===== config.mk =====
export PLATFORM = sky130hd
export DESIGN_NAME = depthwise_mram_arbiter_flat
export DESIGN_NICKNAME = d
export VERILOG_FILES = /design/src/rtl/depthwise_mram_arbiter_pkg.sv /design/src/rtl/depthwise_mram_arbiter_if.sv /design/src/rtl/depthwise_mram_arbiter_rr_arb2.sv /design/src/rtl/depthwise_mram_arbiter.sv /design/src/flat_wrapper.sv
export SDC_FILE = /design/constraint.sdc
export NUM_CORES = 1
export LEC_CHECK = 0
export BUFFER_PORTS_ARGS = -buffer_cell sky130_fd_sc_hd__buf_2
export CORE_AREA = 4 4 120 122
export DETAILED_ROUTE_END_ITERATION = 10
export DIE_AREA = 0 0 124 126
export MAX_ROUTING_LAYER = met4
export PLACE_DENSITY_LB_ADDON = 0.15
export SYNTH_ARGS = -nofsm -noshare
export SYNTH_HDL_FRONTEND = slang
export SYNTH_SLANG_ARGS = --single-unit

===== constraint.sdc =====
create_clock -name clk -period 2.97 [get_ports clk]
set_clock_uncertainty 0.05 [all_clocks]
set_input_delay 0.1485 -clock clk [delete_from_list [all_inputs] [get_ports clk]]
set_output_delay 0.1485 -clock clk [all_outputs]
set_load 0.01 [all_outputs]

===== src/rtl/depthwise_mram_arbiter_pkg.sv =====
// Shared types and constants for the depthwise MRAM port arbiter.
// Latency: none (declarations only).
// Backpressure: none (declarations only).
package depthwise_mram_pkg;

  // Write-port arbitration state: idle, or locked to one requester mid-burst
  typedef enum logic [1:0] {
    W_IDLE  = 2'd0,
    W_LOCK0 = 2'd1,
    W_LOCK1 = 2'd2
  } wr_state_t;

  // Requester indices shared by both ports
  localparam int REQ_CONV = 0;
  localparam int REQ_CPU  = 1;

  // Byte-enable width for the 32-bit MRAM word
  localparam int BE_WIDTH = 4;

  // One-hot vector selecting requester idx
  function automatic logic [1:0] req_onehot(input logic idx);
    return idx ? 2'b10 : 2'b01;
  endfunction

endpackage


===== src/rtl/depthwise_mram_arbiter_if.sv =====
// Requester-side bundle: write beats in, grants/errors out, reads in, tagged data out.
// Latency: wires only; grants combinational, read data one cycle after grant.
// Backpressure: requester holds req and payload until its grant bit is seen.
interface depthwise_mram_arbiter_if #(
  parameter int ADDR_WIDTH = 10,
  parameter int DATA_WIDTH = 32
);
  import depthwise_mram_pkg::*;

  logic [1:0]            wr_req;
  logic [ADDR_WIDTH-1:0] wr_addr0;
  logic [ADDR_WIDTH-1:0] wr_addr1;
  logic [DATA_WIDTH-1:0] wr_data0;
  logic [DATA_WIDTH-1:0] wr_data1;
  logic [BE_WIDTH-1:0]   wr_be0;
  logic [BE_WIDTH-1:0]   wr_be1;
  logic [1:0]            wr_last;
  logic [1:0]            wr_gnt;
  logic [1:0]            wr_err;

  logic [1:0]            rd_req;
  logic [31:0]           rd_addr0;
  logic [31:0]           rd_addr1;
  logic [1:0]            rd_gnt;
  logic [1:0]            rd_valid;
  logic [DATA_WIDTH-1:0] rd_data;

  modport master (
    output wr_req, wr_addr0, wr_addr1, wr_data0, wr_data1, wr_be0, wr_be1, wr_last,
    output rd_req, rd_addr0, rd_addr1,
    input  wr_gnt, wr_err, rd_gnt, rd_valid, rd_data
  );

  modport slave (
    input  wr_req, wr_addr0, wr_addr1, wr_data0, wr_data1, wr_be0, wr_be1, wr_last,
    input  rd_req, rd_addr0, rd_addr1,
    output wr_gnt, wr_err, rd_gnt, rd_valid, rd_data
  );

endinterface


===== src/rtl/depthwise_mram_arbiter_rr_arb2.sv =====
// Two-input round-robin grant; ptr picks the winner when both request.
// Latency: combinational.
// Backpressure: the losing requester simply sees no grant this cycle.
module rr_arb2 (
  input  logic [1:0] req,
  input  logic       ptr,
  output logic [1:0] gnt
);

  // Single requester wins outright; contention resolved by ptr
  always_comb begin
    gnt = 2'b00;
    case (req)
      2'b01:   gnt = 2'b01;
      2'b10:   gnt = 2'b10;
      2'b11:   gnt = ptr ? 2'b10 : 2'b01;
      default: gnt = 2'b00;
    endcase
  end

endmodule


===== src/rtl/depthwise_mram_arbiter.sv =====
// Arbitrates two writers (burst-locked, watchdogged) and two readers (per-cycle RR) onto dual-port MRAM.
// Latency: writes committed at the accepting edge; read data/tag valid the cycle after grant.
// Backpressure: ungranted requesters hold req/payload; a locked burst blocks the other writer.
module depthwise_mram_arbiter
  import depthwise_mram_pkg::*;
#(
  parameter int ADDR_WIDTH = 10,
  parameter int DATA_WIDTH = 32,
  parameter int MAX_BURST  = 16
) (
  input  logic                  clk,
  input  logic                  resetn,
  depthwise_mram_arbiter_if.slave bus,
  output logic                  mram_en_a,
  output logic [BE_WIDTH-1:0]   mram_we_a,
  output logic [ADDR_WIDTH-1:0] mram_addr_a,
  output logic [DATA_WIDTH-1:0] mram_din_a,
  output logic                  mram_en_b,
  output logic [31:0]           read_addr,
  input  logic [DATA_WIDTH-1:0] mram_dout_b
);

  localparam int CNT_W = $clog2(MAX_BURST) + 1;
  localparam logic [CNT_W-1:0] MAX_CNT = CNT_W'(MAX_BURST);

  wr_state_t        wr_state;
  logic             wr_ptr;
  logic [CNT_W-1:0] beat_cnt;
  logic [1:0]       wr_err_q;
  logic [1:0]       wr_arb_gnt;
  logic [1:0]       wr_gnt_int;
  logic             wr_accept;
  logic             wr_sel;
  logic             wr_sel_last;
  logic [CNT_W-1:0] next_cnt;

  logic             rd_ptr;
  logic [1:0]       rd_tag;
  logic [1:0]       rd_arb_gnt;
  logic [1:0]       rd_gnt_int;

  rr_arb2 u_wr_arb (
    .req (bus.wr_req),
    .ptr (wr_ptr),
    .gnt (wr_arb_gnt)
  );

  rr_arb2 u_rd_arb (
    .req (bus.rd_req),
    .ptr (rd_ptr),
    .gnt (rd_arb_gnt)
  );

  // Write grant: free arbitration when idle, pinned to the owner while locked,
  // and forced low during reset so nothing reaches the pins
  always_comb begin
    wr_gnt_int = 2'b00;
    case (wr_state)
      W_LOCK0: wr_gnt_int = 2'b01;
      W_LOCK1: wr_gnt_int = 2'b10;
      default: wr_gnt_int = wr_arb_gnt;
    endcase
    if (!resetn) wr_gnt_int = 2'b00;
  end

  // Accepted-beat decode and the beat count this beat would produce
  always_comb begin
    wr_accept   = |(bus.wr_req & wr_gnt_int);
    wr_sel      = wr_gnt_int[1];
    wr_sel_last = wr_sel ? bus.wr_last[1] : bus.wr_last[0];
    next_cnt    = (wr_state == W_IDLE) ? CNT_W'(1) : beat_cnt + 1'b1;
  end

  // Write FSM: lock on a non-final beat, release on last beat or when the
  // burst hits MAX_BURST (that beat still lands; wr_err flags the cut)
  always_ff @(posedge clk or negedge resetn) begin
    if (!resetn) begin
      wr_state <= W_IDLE;
      wr_ptr   <= 1'b0;
      beat_cnt <= '0;
      wr_err_q <= 2'b00;
    end else begin
      wr_err_q <= 2'b00;
      if (wr_accept) begin
        if (wr_sel_last || (next_cnt == MAX_CNT)) begin
          wr_state <= W_IDLE;
          wr_ptr   <= ~wr_sel;
          beat_cnt <= '0;
          if (!wr_sel_last) wr_err_q <= req_onehot(wr_sel);
        end else begin
          wr_state <= wr_sel ? W_LOCK1 : W_LOCK0;
          beat_cnt <= next_cnt;
        end
      end
    end
  end

  // Port A pins driven straight from the accepted beat; idle lock cycles stay quiet
  always_comb begin
    mram_en_a   = wr_accept;
    mram_we_a   = '0;
    mram_addr_a = '0;
    mram_din_a  = '0;
    if (wr_accept) begin
      mram_we_a   = wr_sel ? bus.wr_be1   : bus.wr_be0;
      mram_addr_a = wr_sel ? bus.wr_addr1 : bus.wr_addr0;
      mram_din_a  = wr_sel ? bus.wr_data1 : bus.wr_data0;
    end
  end

  // Read grant and port B pins, suppressed during reset
  always_comb begin
    rd_gnt_int = resetn ? rd_arb_gnt : 2'b00;
    mram_en_b  = |rd_gnt_int;
    read_addr  = '0;
    if (rd_gnt_int[1])      read_addr = bus.rd_addr1;
    else if (rd_gnt_int[0]) read_addr = bus.rd_addr0;
  end

  // Read pointer flips on every contended cycle; tag follows the grant by one cycle
  always_ff @(posedge clk or negedge resetn) begin
    if (!resetn) begin
      rd_ptr <= 1'b0;
      rd_tag <= 2'b00;
    end else begin
      rd_tag <= rd_gnt_int;
      if (&bus.rd_req) rd_ptr <= ~rd_ptr;
    end
  end

  // Requester-facing outputs
  always_comb begin
    bus.wr_gnt   = wr_gnt_int;
    bus.wr_err   = wr_err_q;
    bus.rd_gnt   = rd_gnt_int;
    bus.rd_valid = rd_tag;
    bus.rd_data  = mram_dout_b;
  end

endmodule


===== src/flat_wrapper.sv =====
// flat-port wrapper written by rule: the top's interface ports become plain ports
module depthwise_mram_arbiter_flat import depthwise_mram_pkg::*;
#(
  parameter int ADDR_WIDTH = 10,
  parameter int DATA_WIDTH = 32,
  parameter int MAX_BURST  = 16
)
  (clk, resetn, mram_en_a, mram_we_a, mram_addr_a, mram_din_a, mram_en_b, read_addr, mram_dout_b, bus_wr_req, bus_wr_addr0, bus_wr_addr1, bus_wr_data0, bus_wr_data1, bus_wr_be0, bus_wr_be1, bus_wr_last, bus_rd_req, bus_rd_addr0, bus_rd_addr1, bus_wr_gnt, bus_wr_err, bus_rd_gnt, bus_rd_valid, bus_rd_data);
  depthwise_mram_arbiter_if #(.ADDR_WIDTH(ADDR_WIDTH), .DATA_WIDTH(DATA_WIDTH)) bus_i ();
  input  logic clk;
  input  logic resetn;
  output logic mram_en_a;
  output logic [BE_WIDTH-1:0] mram_we_a;
  output logic [ADDR_WIDTH-1:0] mram_addr_a;
  output logic [DATA_WIDTH-1:0] mram_din_a;
  output logic mram_en_b;
  output logic [31:0] read_addr;
  input  logic [DATA_WIDTH-1:0] mram_dout_b;
  input wire logic [$bits(bus_i.wr_req)-1:0] bus_wr_req;
  input wire logic [$bits(bus_i.wr_addr0)-1:0] bus_wr_addr0;
  input wire logic [$bits(bus_i.wr_addr1)-1:0] bus_wr_addr1;
  input wire logic [$bits(bus_i.wr_data0)-1:0] bus_wr_data0;
  input wire logic [$bits(bus_i.wr_data1)-1:0] bus_wr_data1;
  input wire logic [$bits(bus_i.wr_be0)-1:0] bus_wr_be0;
  input wire logic [$bits(bus_i.wr_be1)-1:0] bus_wr_be1;
  input wire logic [$bits(bus_i.wr_last)-1:0] bus_wr_last;
  input wire logic [$bits(bus_i.rd_req)-1:0] bus_rd_req;
  input wire logic [$bits(bus_i.rd_addr0)-1:0] bus_rd_addr0;
  input wire logic [$bits(bus_i.rd_addr1)-1:0] bus_rd_addr1;
  output wire logic [$bits(bus_i.wr_gnt)-1:0] bus_wr_gnt;
  output wire logic [$bits(bus_i.wr_err)-1:0] bus_wr_err;
  output wire logic [$bits(bus_i.rd_gnt)-1:0] bus_rd_gnt;
  output wire logic [$bits(bus_i.rd_valid)-1:0] bus_rd_valid;
  output wire logic [$bits(bus_i.rd_data)-1:0] bus_rd_data;
  assign bus_i.wr_req = bus_wr_req;
  assign bus_i.wr_addr0 = bus_wr_addr0;
  assign bus_i.wr_addr1 = bus_wr_addr1;
  assign bus_i.wr_data0 = bus_wr_data0;
  assign bus_i.wr_data1 = bus_wr_data1;
  assign bus_i.wr_be0 = bus_wr_be0;
  assign bus_i.wr_be1 = bus_wr_be1;
  assign bus_i.wr_last = bus_wr_last;
  assign bus_i.rd_req = bus_rd_req;
  assign bus_i.rd_addr0 = bus_rd_addr0;
  assign bus_i.rd_addr1 = bus_rd_addr1;
  assign bus_wr_gnt = bus_i.wr_gnt;
  assign bus_wr_err = bus_i.wr_err;
  assign bus_rd_gnt = bus_i.rd_gnt;
  assign bus_rd_valid = bus_i.rd_valid;
  assign bus_rd_data = bus_i.rd_data;
  depthwise_mram_arbiter #(.ADDR_WIDTH(ADDR_WIDTH), .DATA_WIDTH(DATA_WIDTH), .MAX_BURST(MAX_BURST)) u_core (.clk(clk), .resetn(resetn), .bus(bus_i), .mram_en_a(mram_en_a), .mram_we_a(mram_we_a), .mram_addr_a(mram_addr_a), .mram_din_a(mram_din_a), .mram_en_b(mram_en_b), .read_addr(read_addr), .mram_dout_b(mram_dout_b));
endmodule

==> results of run 1 <==
-- Yosys cell counts, types with 2 or more instances --
cell type,count
sky130_fd_sc_hd__o41ai_1,2
sky130_fd_sc_hd__buf_4,32
sky130_fd_sc_hd__or2_2,2
sky130_fd_sc_hd__dfrtp_1,13
sky130_fd_sc_hd__nor3b_1,3
sky130_fd_sc_hd__buf_12,4
sky130_fd_sc_hd__o21ai_0,3
sky130_fd_sc_hd__ha_1,4
sky130_fd_sc_hd__clkbuf_1,4
sky130_fd_sc_hd__nand3_1,2
sky130_fd_sc_hd__a22o_1,81
sky130_fd_sc_hd__buf_2,5
sky130_fd_sc_hd__xor2_1,2
sky130_fd_sc_hd__inv_1,4
sky130_fd_sc_hd__nand2_1,13
sky130_fd_sc_hd__buf_6,3
sky130_fd_sc_hd__a21oi_1,3
sky130_fd_sc_hd__xnor2_1,2
-- kinds of logic (layout without fill, tap and decap cells) --
family | after synthesis | in the layout | share of synthesized area, %
flops | 13 | 13 | 17.2
other cells | 0 | 1 | 0
simple gates | 32 | 32 | 10.3
xor+xnor | 4 | 4 | 1.85
compound gates | 101 | 101 | 46.2
fa+ha+maj | 4 | 4 | 2.65
buf+inv | 53 | 268 | 21.9
-- power by group --
part	switching [mW]	total [mW]	internal, mW
clock network	0.0742	0.255	0.181
registers	0.0440	0.269	0.225
logic	0.625	1.17	0.546
-- metrics by stage --
| stage | power, mW | instances | utilization [%] | instance area (sq um) |
|---|---|---|---|---|
| 2_1_floorplan | 1.06 | 207 | - | 1890 |
| 3_3_place_gp | 1.46 | 593 | 23.1 | 3040 |
| 5_1_grt | 1.83 | 599 | 23.8 | 3140 |
| 3_5_place_dp | 1.46 | 593 | 23.1 | 3040 |
| 6_report | 1.70 | 599 | 23.8 | 3140 |
| 4_1_cts | 1.72 | 598 | 23.8 | 3130 |
-- sequential cells by signal, summed over array words and instances (netlist names) --
name	flops
u_core.beat_cnt	5
u_core.rd_ptr	1
u_core.wr_ptr	1
u_core.wr_state	2
u_core.bus.rd_valid	2
u_core.bus.wr_err	2
-- critical path: stages (launching register included) --
cell and delay, ps:
sky130_fd_sc_hd__dfrtp_1 360, sky130_fd_sc_hd__inv_1 70, sky130_fd_sc_hd__ha_1 340, sky130_fd_sc_hd__a21o_1 180, sky130_fd_sc_hd__a21oi_2 220, sky130_fd_sc_hd__nor2b_4 580, sky130_fd_sc_hd__buf_12 240, sky130_fd_sc_hd__a22o_1 160
sky130_fd_sc_hd__buf_2 130
-- what timing repair did --
action                     4_1_cts  5_1_grt
setup endpoints to repair        0        0
hold buffers                     1        0
hold endpoints to repair        13        0
-- layer usage --
metal  up-vias  global-route usage (%)  wire length (um)
met2       182                    24.7              5570
met1      1164                    11.9              3560
li1       1210                       -                 -
met5         -                       -                 0
met4         0                    2.96               222
met3        20                    2.33              1180
-- cell type report --
class                   instances  area share (%)
clock buffers                   4            2.51
well taps                     176            7.02
flip-flops and latches         13            10.4
multi-input cells             141            37.0
diodes                          1          0.0798
inverters                       5           0.599
repair buffers                259            42.5
-- path summary, 6_finish.rpt --
| check | startpoint | endpoint | slack, ps |
|---|---|---|---|
| worst max-delay path | u_core.wr_state[0] | mram_din_a[31] | 240 |
| worst min-delay path | bus_wr_last[0] | u_core.bus.wr_err[0] | 50 |
| worst max register to register | u_core.wr_state[0] | u_core.bus.wr_err[0] | 840 |
| worst min register to register | u_core.beat_cnt[3] | u_core.beat_cnt[3] | 470 |
| max in group asynchronous | resetn | u_core.rd_ptr | 2220 |
| min in group asynchronous | resetn | u_core.beat_cnt[0] | 230 |
==> summary.txt, run 1 <==
Critical path
  – Setup crit start kind: flop
  – Worst reg2reg path depth: 6
  – Worst Setup End Kind: output pin
  – Data required time of the critical path: 2770 ps
  – Signal arrival time at the worst endpoint: 2530 ps
  – Maximum fanout count along the critical path: 24
  – Category of the most critical setup path: reg2out

CTS
  – Clock insertion delay at the later pin of the skew report: 240 ps
  – Clock transition at the registers of the reported paths: 50 ps
  – Post CTS Setup Buffer Count: 0
  – TritonCTS clock tree: done
  – Post_cts resized: 0
  – Number of clock sinks: 13
  – TritonCTS buffer count: 3
  – CTS Root Cell: sky130_fd_sc_hd__clkbuf_16
  – Maximum level of the CTS H-tree: 1
  – Clock Path Buffers: 2

Global routing
  – Maximum number of pins on one net before global-route repair: 36
  – Global-route wire length before repair: 14300 um
  – Total routing resource utilization after global routing: 12.4%
  – Initial antenna violation count: 1
  – Vias in the first global route: 2557
  – Grt total ovfl: 0

Min path
  – Worst min path class: in2reg
  – Cell depth of the worst min-delay path: 2

Cells and area
  – Footprint of the multi-input gates: 1160 sq um
  – Net count reported at finish: 623
  – Sequential cell area: 325 sq um
  – Most used cells in the layout excluding fill and tap cells: 251 x sky130_fd_sc_hd__buf_2, 81 x sky130_fd_sc_hd__a22o_1, 13 x sky130_fd_sc_hd__nand2_1, 13 x sky130_fd_sc_hd__dfrtp_1, 6 x sky130_fd_sc_hd__buf_4
  – Commonest non-fill, non-tap cell in the layout: sky130_fd_sc_hd__buf_2
  – P&R area growth vs syn: 66.0%
  – Number of fillers in the final layout: 1497
  – Fraction of layout instances using a drive strength above 1: 65.9%

Logic synthesis
  – Synth async-reset ratio: 100%
  – Synth top area share: 37.5%
  – Synthesized flop and latch total: 13
  – Post-synth top area cell: sky130_fd_sc_hd__a22o_1
  – Number of nets in the synthesized netlist: 407
  – Sequential share of the synthesized area: 17.2%
  – Count of unique library cells instantiated by Yosys: 43
  – Synth Flop Type: sky130_fd_sc_hd__dfrtp_1
  – Synth Instances: 207
  – Area contributors post-synth: sky130_fd_sc_hd__a22o_1 38%, sky130_fd_sc_hd__dfrtp_1 17%, sky130_fd_sc_hd__buf_4 13%
  – Warnings, synthesis: 0
  – Post-synthesis average cell area: 9.13 sq um
  – Number of synthesized flops with an enable pin: 0
  – Post-synth design cell area: 1890 sq um

Placement
  – Pre-CTS setup slack: 459 ps
  – I/O Buffers: 251
  – Routability congestion estimate from global placement: 0.816
  – DPL Wire Length: 9210 um

Drt
  – Total iterations of the first detailed-routing run: 4
  – Detail-routed via count per cell: 4.30
  – Post-detailed-route count of antenna-violating nets: 0
  – Wire length reported by the detailed router: 10500 um
  – First DRT Iteration DRCs: 65
  – Vias after detailed routing: 2576
  – DRC errors left: 0
  – Wirelength per Cell: 17.6 um

Die
  – Number of I/O pins: 316
  – Area of the core: 13200 sq um
  – Die Y-Extent: 126 um
  – DIE WIDTH: 124 um
  – Die ar.: 15600 sq um
  – Number of rows in the core area: 42
  – Initial cell density of the core: 14.3%

Power
  – Leakage power: 1.83 nW
  – Ratio of total power to cell area: 541 nW/um^2
  – Worst IR drop on VDD: 0.000164 V

Timing
  – Final critical-path required period: 2730 ps
  – Final setup margin: 243 ps
  – Hold Worst Slack: 52.5 ps
  – Unrepaired setup endpoints after global routing: no
  – Final count of negative-setup-slack endpoints: 0
  – Max transition margin: 59.1%
  – Pin slew with the least headroom to its limit: 611 ps
  – Total negative setup slack: 0 ps
  – Maximum clock frequency: 367 MHz
  – Count of endpoints failing hold in the final timing report: 0
  – Final worst path period share: 91.8%
  – Max-slew violation count: 0

Run status
  – Status: completed

Flow run
  – Maximum capacitance violations: 0
(Power assumes the default switching activity.)
==> run 2, diff against run 1 <==
--- a/config.mk
+++ b/config.mk
@@ -11,6 +11,8 @@
 export DIE_AREA = 0 0 124 126
 export MAX_ROUTING_LAYER = met4
 export PLACE_DENSITY_LB_ADDON = 0.15
+export REMOVE_ABC_BUFFERS = 1
+export SKIP_CTS_REPAIR_TIMING = 1
 export SYNTH_ARGS = -nofsm -noshare
 export SYNTH_HDL_FRONTEND = slang
 export SYNTH_SLANG_ARGS = --single-unit
==> constraint.sdc (replaced) <==
create_clock -name clk -period 2.97 [get_ports clk]
set_clock_uncertainty 0.05 [all_clocks]
set_input_delay 0.297 -clock clk [delete_from_list [all_inputs] [get_ports clk]]
set_output_delay 0.297 -clock clk [all_outputs]
set_load 0.01 [all_outputs]
==> summary.txt, run 2 (synthesized netlist as in run 1, its figures left out) <==
Global routing
  – Global-route wire length before repair: 15000 um (was 14300 um)
  – Initial antenna violation count: 2 (was 1)
  – Vias in the first global route: 2562 (was 2557)
  – Grt total ovfl: 0 (unchanged)
  – Total routing resource utilization after global routing: 12.6% (was 12.4%)
  – Maximum number of pins on one net before global-route repair: 47 (was 36)

Critical path
  – Worst reg2reg path depth: 7 (was 6)
  – Category of the most critical setup path: reg2out (unchanged)
  – R2R Path End: u_core.beat_cnt[2] (was u_core.bus.wr_err[0])
  – Crit path to: mram_din_a[5] (was mram_din_a[31])
  – Signal arrival time at the worst endpoint: 2360 ps (was 2530 ps)
  – Maximum fanout count along the critical path: 22 (was 24)
  – Internal reg-to-reg setup slack: 780 ps (was 840 ps)
  – Setup crit start kind: flop (unchanged)
  – Worst Setup End Kind: output pin (unchanged)
  – Origin of the worst setup path: u_core.wr_state[0] (unchanged)
  – Worst reg2reg path startpoint: u_core.wr_state[0] (unchanged)
  – Data required time of the critical path: 2620 ps (was 2770 ps)

Power
  – Leakage power: 1.83 nW (about the same)
  – Worst IR drop on VDD: 0.000201 V (was 0.000164 V)
  – Ratio of total power to cell area: 539 nW/um^2 (was 541 nW/um^2)

Die
  – Die Y-Extent: 126 um (unchanged)
  – Area of the core: 13200 sq um (unchanged)
  – Number of rows in the core area: 42 (unchanged)
  – Die ar.: 15600 sq um (unchanged)
  – Number of I/O pins: 316 (unchanged)
  – Initial cell density of the core: 14.3% (unchanged)
  – DIE WIDTH: 124 um (unchanged)

Flow run
  – Maximum capacitance violations: 0 (unchanged)

CTS
  – Number of clock sinks: 13 (unchanged)
  – TritonCTS buffer count: 3 (unchanged)
  – Clock Path Buffers: 2 (unchanged)
  – Maximum level of the CTS H-tree: 1 (unchanged)
  – Clock insertion delay at the later pin of the skew report: 240 ps (about the same)
  – TritonCTS clock tree: done (unchanged)
  – Clock transition at the registers of the reported paths: 50 ps (about the same)
  – CTS Root Cell: sky130_fd_sc_hd__clkbuf_16 (unchanged)

Timing
  – Unrepaired setup endpoints after global routing: no (unchanged)
  – Maximum clock frequency: 369 MHz (was 367 MHz)
  – Count of endpoints failing hold in the final timing report: 0 (unchanged)
  – Final critical-path required period: 2710 ps (was 2730 ps)
  – Max transition margin: 61.7% (was 59.1%)
  – Total negative setup slack: 0 ps (unchanged)
  – Max-slew violation count: 0 (unchanged)
  – Final count of negative-setup-slack endpoints: 0 (unchanged)
  – Pin slew with the least headroom to its limit: 573 ps (was 611 ps)
  – Final worst path period share: 91.2% (was 91.8%)

Cells and area
  – Register with the most flip-flops: u_core.beat_cnt (unchanged)
  – P&R area growth vs syn: 67.0% (was 66.0%)
  – Final instance count without filler cells: 599 (unchanged)
  – Fraction of layout instances using a drive strength above 1: 65.8% (was 65.9%)
  – Commonest non-fill, non-tap cell in the layout: sky130_fd_sc_hd__buf_2 (unchanged)
  – Max reg flops: 5 (unchanged)
  – Net count reported at finish: 622 (was 623)
  – Most used cells in the layout excluding fill and tap cells: 251 x sky130_fd_sc_hd__buf_2, 81 x sky130_fd_sc_hd__a22o_1, 13 x sky130_fd_sc_hd__nand2_1, 13 x sky130_fd_sc_hd__dfrtp_1 (was 251 x sky130_fd_sc_hd__buf_2, 81 x sky130_fd_sc_hd__a22o_1, 13 x sky130_fd_sc_hd__nand2_1, 13 x sky130_fd_sc_hd__dfrtp_1, 6 x sky130_fd_sc_hd__buf_4)
  – Number of fillers in the final layout: 1486 (was 1497)

Placement
  – # placed instances: 592 (was 593)
  – Routability congestion estimate from global placement: 0.823 (was 0.816)
  – DPL Wire Length: 9250 um (was 9210 um)
  – I/O Buffers: 251 (unchanged)

Drt
  – Vias after detailed routing: 2490 (was 2576)
  – DRC errors left: 0 (unchanged)
  – Detail-routed via count per cell: 4.16 (was 4.30)
  – Post-detailed-route count of antenna-violating nets: 0 (unchanged)
  – First DRT Iteration DRCs: 62 (was 65)
  – Wire length reported by the detailed router: 10600 um (was 10500 um)
  – Wirelength per Cell: 17.6 um (about the same)
  – Total iterations of the first detailed-routing run: 4 (unchanged)

Run status
  – Status: completed (unchanged)

Min path
  – Worst min path class: in2reg (unchanged)
  – Cell depth of the worst min-delay path: 2 (unchanged)
run 2: final cells by class:
class / instances / area [sq um] / share of cell area (%)
antenna: 2 / 5.00 / 0.159
sequential: 13 / 325 / 10.3
tap: 176 / 220 / 6.98
multi-input combinational: 141 / 1160 / 36.7
inverter: 5 / 18.8 / 0.595
timing repair buffer: 258 / 1350 / 42.7
clock buffer: 4 / 78.8 / 2.50
run 2: how the worst min path moves through the flow:
| stage | from | to |
|---|---|---|
| final | bus_wr_last[0] | u_core.bus.wr_err[0] |
| after CTS | resetn | u_core.beat_cnt[1] |
| after floorplan | resetn | u_core.beat_cnt[0] |
| after detailed placement | resetn | u_core.beat_cnt[1] |
| after global placement | resetn | u_core.beat_cnt[1] |
| after global routing | bus_wr_last[0] | u_core.bus.wr_err[0] |
run 2: worst max-delay path: stages, from the launching register on:
cell	delay, ps
sky130_fd_sc_hd__dfrtp_1	360
sky130_fd_sc_hd__inv_1	70
sky130_fd_sc_hd__ha_1	340
sky130_fd_sc_hd__a21o_1	180
sky130_fd_sc_hd__a21oi_2	200
sky130_fd_sc_hd__nor2b_4	460
sky130_fd_sc_hd__buf_12	220
sky130_fd_sc_hd__a22o_1	160
sky130_fd_sc_hd__buf_2	130
run 2: routing by layer:
layer  GRT usage (%)  up-vias  wire [um]
li1                -     1213          -
met1            13.4     1179       3690
met2            22.7       94       5700
met3            5.02        4       1120
met4            1.22        0         54
met5               -        -          0
run 2: stage by stage:
stage                     total power, mW  worst slack [ps]  utilization [%]  cell area [sq um]  hold WS (ps)
after floorplan                     0.934               184                -               1500         -48.6
after global placement               1.46               528             23.2               3060           138
after detailed placement             1.46               498             23.2               3060           129
after CTS                            1.73               232             23.8               3140          -125
after global routing                 1.84              65.7             23.9               3160           206
final                                1.70               262             23.9               3160           201
run 2: report_power, final:
group / switching [mW] / leakage [nW] / internal, mW
clock: 0.0755 / 0.0382 / 0.181
combinational: 0.615 / 1.62 / 0.559
sequential: 0.0442 / 0.173 / 0.225
